$ cat src/rtl/i2_router_out_sched.sv
// Router output scheduler: picks priority or regular FIFO per packet, holds the output
// until the tail flit, forces one regular packet after STARVE_LIMIT priority grants.
module i2_router_out_sched #(
  parameter int         STARVE_LIMIT = 4,
  parameter logic [2:0] HEAD_PRI     = 3'b001,
  parameter logic [2:0] HEAD_REG     = 3'b000,
  parameter logic [2:0] CODE_TAIL    = 3'b011
) (
  input  logic       clk,
  input  logic       reset,
  input  logic       pri_empty,
  input  logic       reg_empty,
  input  logic [2:0] pri_head,
  input  logic [2:0] reg_head,
  input  logic       output_bussy,
  output logic       output_req,
  output logic       pri_read,
  output logic       reg_read,
  output logic       FIFOsel,
  output logic       proto_err
);

  localparam int CW = (STARVE_LIMIT < 1) ? 1 : $clog2(STARVE_LIMIT + 1);
  localparam logic [CW-1:0] LIMIT = CW'(STARVE_LIMIT);

  localparam logic [1:0] IDLE     = 2'b00;
  localparam logic [1:0] SEND_PRI = 2'b01;
  localparam logic [1:0] SEND_REG = 2'b10;

  logic [1:0]    state;
  logic [CW-1:0] starve_cnt;

  logic in_idle, pri_elig, reg_elig, force_reg, grant_pri, grant_reg;
  logic pri_bad, reg_bad, drop_pri, drop_reg;
  logic req_raw, xfer, tail_done;
  logic [2:0] active_head;

  assign in_idle   = (state == IDLE);
  assign pri_elig  = !pri_empty && (pri_head == HEAD_PRI);
  assign reg_elig  = !reg_empty && (reg_head == HEAD_REG);
  assign force_reg = (starve_cnt == LIMIT) && reg_elig;
  assign grant_reg = in_idle && reg_elig && (force_reg || !pri_elig);
  assign grant_pri = in_idle && pri_elig && !force_reg;

  // A stray non-head flit at an idle FIFO front is flushed one flit per cycle,
  // priority side first, only when nothing is being granted.
  assign pri_bad  = !pri_empty && (pri_head != HEAD_PRI);
  assign reg_bad  = !reg_empty && (reg_head != HEAD_REG);
  assign drop_pri = in_idle && !grant_pri && !grant_reg && pri_bad;
  assign drop_reg = in_idle && !grant_pri && !grant_reg && reg_bad && !pri_bad;

  assign req_raw     = ((state == SEND_PRI) && !pri_empty) || ((state == SEND_REG) && !reg_empty);
  assign xfer        = req_raw && !output_bussy;
  assign active_head = (state == SEND_PRI) ? pri_head : reg_head;
  assign tail_done   = xfer && (active_head == CODE_TAIL);

  // Combinational outputs are gated so they drop the moment reset rises.
  assign output_req = !reset && req_raw;
  assign pri_read   = !reset && (((state == SEND_PRI) && xfer) || drop_pri);
  assign reg_read   = !reset && (((state == SEND_REG) && xfer) || drop_reg);

  always_ff @(posedge clk or posedge reset) begin
    if (reset) begin
      state      <= IDLE;
      starve_cnt <= '0;
      FIFOsel    <= 1'b0;
      proto_err  <= 1'b0;
    end else begin
      case (state)
        IDLE: begin
          if (grant_pri) begin
            state   <= SEND_PRI;
            FIFOsel <= 1'b1;
            if (!reg_elig)
              starve_cnt <= '0;
            else if (starve_cnt != LIMIT)
              starve_cnt <= starve_cnt + CW'(1);
          end else if (grant_reg) begin
            state      <= SEND_REG;
            FIFOsel    <= 1'b0;
            starve_cnt <= '0;
          end
          if (drop_pri || drop_reg)
            proto_err <= 1'b1;
        end
        SEND_PRI, SEND_REG: begin
          if (tail_done)
            state <= IDLE;
        end
        default: state <= IDLE;
      endcase
    end
  end

endmodule

$ cat config.mk
export PLATFORM = sky130hd
export DESIGN_NAME = i2_router_out_sched
export DESIGN_NICKNAME = d
export VERILOG_FILES = /design/src/rtl/i2_router_out_sched.sv
export SDC_FILE = /design/constraint.sdc
export NUM_CORES = 1
export LEC_CHECK = 0
export ABC_AREA = 1
export CORE_AREA = 2 2 39 41
export DETAILED_ROUTE_END_ITERATION = 6
export DIE_AREA = 0 0 41 43
export GPL_ROUTABILITY_DRIVEN = 1
export MAX_ROUTING_LAYER = met4
export PLACE_DENSITY = 0.75
export SETUP_SLACK_MARGIN = 0.2
export SYNTH_ARGS = -nofsm -noshare
export SYNTH_HDL_FRONTEND = slang
export SYNTH_SLANG_ARGS = --single-unit
$ cat constraint.sdc
create_clock -name clk -period 2.1 [get_ports clk]
set_input_delay 0.42 -clock clk [delete_from_list [all_inputs] [get_ports clk]]
set_output_delay 0.42 -clock clk [all_outputs]
set_load 0.01 [all_outputs]
==> results.toml <==
[run_status]
outcome = "finished, final reports clean"

[timing]
slew_viol_final = 0
setup_viol = 0
finalCritPeriodShare_pct = 93.9
grt_setup_unrepaired = "yes"
worst_pin_slew_ns = 0.286
relSlewSlack_pct = 80.9
skew_ns = 0.00279
max_freq_mhz = 507
fin_crit_ns = 1.97
final-hold-violation-count = 0

[synthesis]
syn_avg_cell_area_um2 = 7.94
synth_cells = 76
synth_area_um2 = 603
ys_types = 19
ys_ff_latch = 7
yosys_warnings = 0
yosysSeqAreaShare_pct = 29.0
syn_nets = 92

[drt]
drtIter0Drc = 7
via_per_inst = 4.94
vias = 622
post_drt_wl_per_cell_um = 12.1
drc_errors = 0
wl_um = 1530
detail_route.first_pass.iterations = 4
ant_nets = 0

[setup_path]
worstReg2RegEnd = "state[1]$_DFFE_PP0P_"
crit_path_max_fanout = 3
worstSetupEndpointType = "output pin"
crit_type = "reg2out"
r2r_cells = 12
r2r_slack_ns = 0.57
worstPathRequired_ns = 1.68
reg2reg_from = "state[1]$_DFFE_PP0P_"
start_kind = "flip-flop"
arrival_ns = 1.55

[global_route]
grt_max_degree = 8
grt_usage_pct = 20.5
grt_overflow = 0
antenna_found_initial = 0
grt_pass1_wl_um = 2380
grt_pass1_vias = 601

[layout]
fin_nets = 127
drive_gt1_share_pct = 38.2
syn2layout_area_growth_pct = 56.6
design_area_um2 = 945
fin_cells = 126
antenna_cells = 0
final_util_pct = 68.3
n_fill_cell = 128

[clock_tree]
clockBufferDepth = 2
numCtsBuffers = 3
cts_root_buf = "clkbuf_4"
path_clk_slew_ns = 0.05
hold_buffers = 0
clock-sinks = 7
insertion_delay_ns = 0.25
htree_levels = 1
tritoncts = "yes"

[hold_path]
hold_depth = 1
min_to = "proto_err$_DFFE_PP0P_"
hold_path_startpoint = "proto_err$_DFFE_PP0P_"
hold_path.class = "reg2reg"

[die]
io_pins = 16
core-area_um2 = 1380
initial_core_util_pct = 43.6
die_h_um = 43
die-area_um2 = 1760
row_count = 14
die_w_um = 41

[place]
place.gp.congestion = 0.719
hpwl_um = 1120
place_area_um2 = 856
portBuffers = 15
dp.cells = 118

[pwr]
power_density_nw_per_um2 = 768
peakVddDrop_mv = 0.463
leakagePower_nw = 0.469

[job]
drv_cap = 0
[cells by family after synthesis]
logic type,Yosys count,synth area share [%]
buffers and inverters,14,9.13
XOR/XNOR,1,1.45
flip-flops,7,29.0
AND/OR/NAND/NOR,39,39.8
adder cells (fa/ha/maj),5,10.4
AO/OA/AOI/OAI,10,10.2
[worst max-delay path: stages (launching register included)]
cell and delay [ns]:
dfrtp_1 0.43, inv_2 0.11, ha_4 0.15, nand2_4 0.06
a21oi_4 0.15, buf_6 0.11, nand2_2 0.04, a21oi_2 0.11
buf_2 0.14
[cells in the mapped netlist (all sizes together)]
master	instances	area share [%]
a21oi	5	6.0
inv	14	9.1
dfrtp	7	29
ha	5	10
nand4	5	5.2
xnor2	1	1.5
nand3b	1	1.2
nand2	19	15
nand3	8	9.5
o21ai	5	4.1
nor2	6	8.7
[cell type report]
class                           count  area [µm²]  area share [%]
Multi-Input combinational cell     55         409            43.3
Timing Repair Buffer               30         259            27.4
Sequential cell                     7         175            18.5
Inverter                           14        55.1            5.83
Clock buffer                        4        26.3            2.78
Tap cell                           16        20.0            2.12
[through the flow]
stage | worst slack [ns] | hold slack (ns) | total power [mW] | setup TNS [ns]
CTS | 0.0667 | 0.471 | 0.676 | 0
global placement | -0.235 | 0.452 | 0.525 | -0.521
detailed placement | -0.273 | 0.455 | 0.535 | -0.594
finish | 0.127 | 0.466 | 0.726 | 0
floorplan | 0.525 | 0.223 | 0.397 | 0
global route | 0.0705 | 0.497 | 0.787 | 0
[worst max-delay path by stage]
| stage | startpoint | end | cells past startpoint |
|---|---|---|---|
| 2_1_floorplan | state[1]$_DFFE_PP0P_ | pri_read | 6 |
| 3_3_place_gp | reg_empty | reg_read | 7 |
| 3_5_place_dp | reg_empty | pri_read | 7 |
| 4_1_cts | reg_head[1] | pri_read | 6 |
| 5_1_grt | state[0]$_DFFE_PP0P_ | reg_read | 8 |
| 6_report | state[0]$_DFFE_PP0P_ | reg_read | 8 |
[per-layer routing]
layer  wire length [µm]  up-vias  global-route usage (%)
li1                   -      317                       -
met1                641      278                    23.1
met2                781       25                    33.1
met3                 95        2                    3.66
met4                  9        0                    10.0
met5                  0        -                       -
[power by group]
group / leakage (nW) / internal, mW / switching [mW]
combinational: 0.365 / 0.200 / 0.212
clock: 0.0150 / 0.0723 / 0.0470
sequential: 0.0887 / 0.166 / 0.0279
total: 0.469 / 0.439 / 0.287
[placed cells by master, fill, tap and decap left out, types with 2 or more instances in the layout]
cell,netlist,final
ha_1,5,3
o21ai_1,5,5
dfrtp_1,7,7
nor2_4,4,4
buf_4,0,13
inv_2,2,4
ha_4,0,2
nand2_4,1,2
nand2_2,5,5
nand3_1,6,6
nor2_1,2,2
nand2_1,13,12
buf_6,0,2
clkdlybuf4s50_1,0,9
nand4_1,5,5
dlygate4sd2_1,0,3
clkbuf_4,0,3
a21oi_1,4,3
inv_1,11,9
[sequential cells by signal, indices dropped and copies added, names as in the netlist]
signal	cells
starve_cnt	3
state	2
FIFOsel	1
proto_err	1
[timing repair]
item,CTS,global route
pin swaps,1,4
cloned,0,0
resized for setup,11,11
endpoints found under the setup margin,3,3
setup buffers,3,1
(Power assumes the default switching activity.)
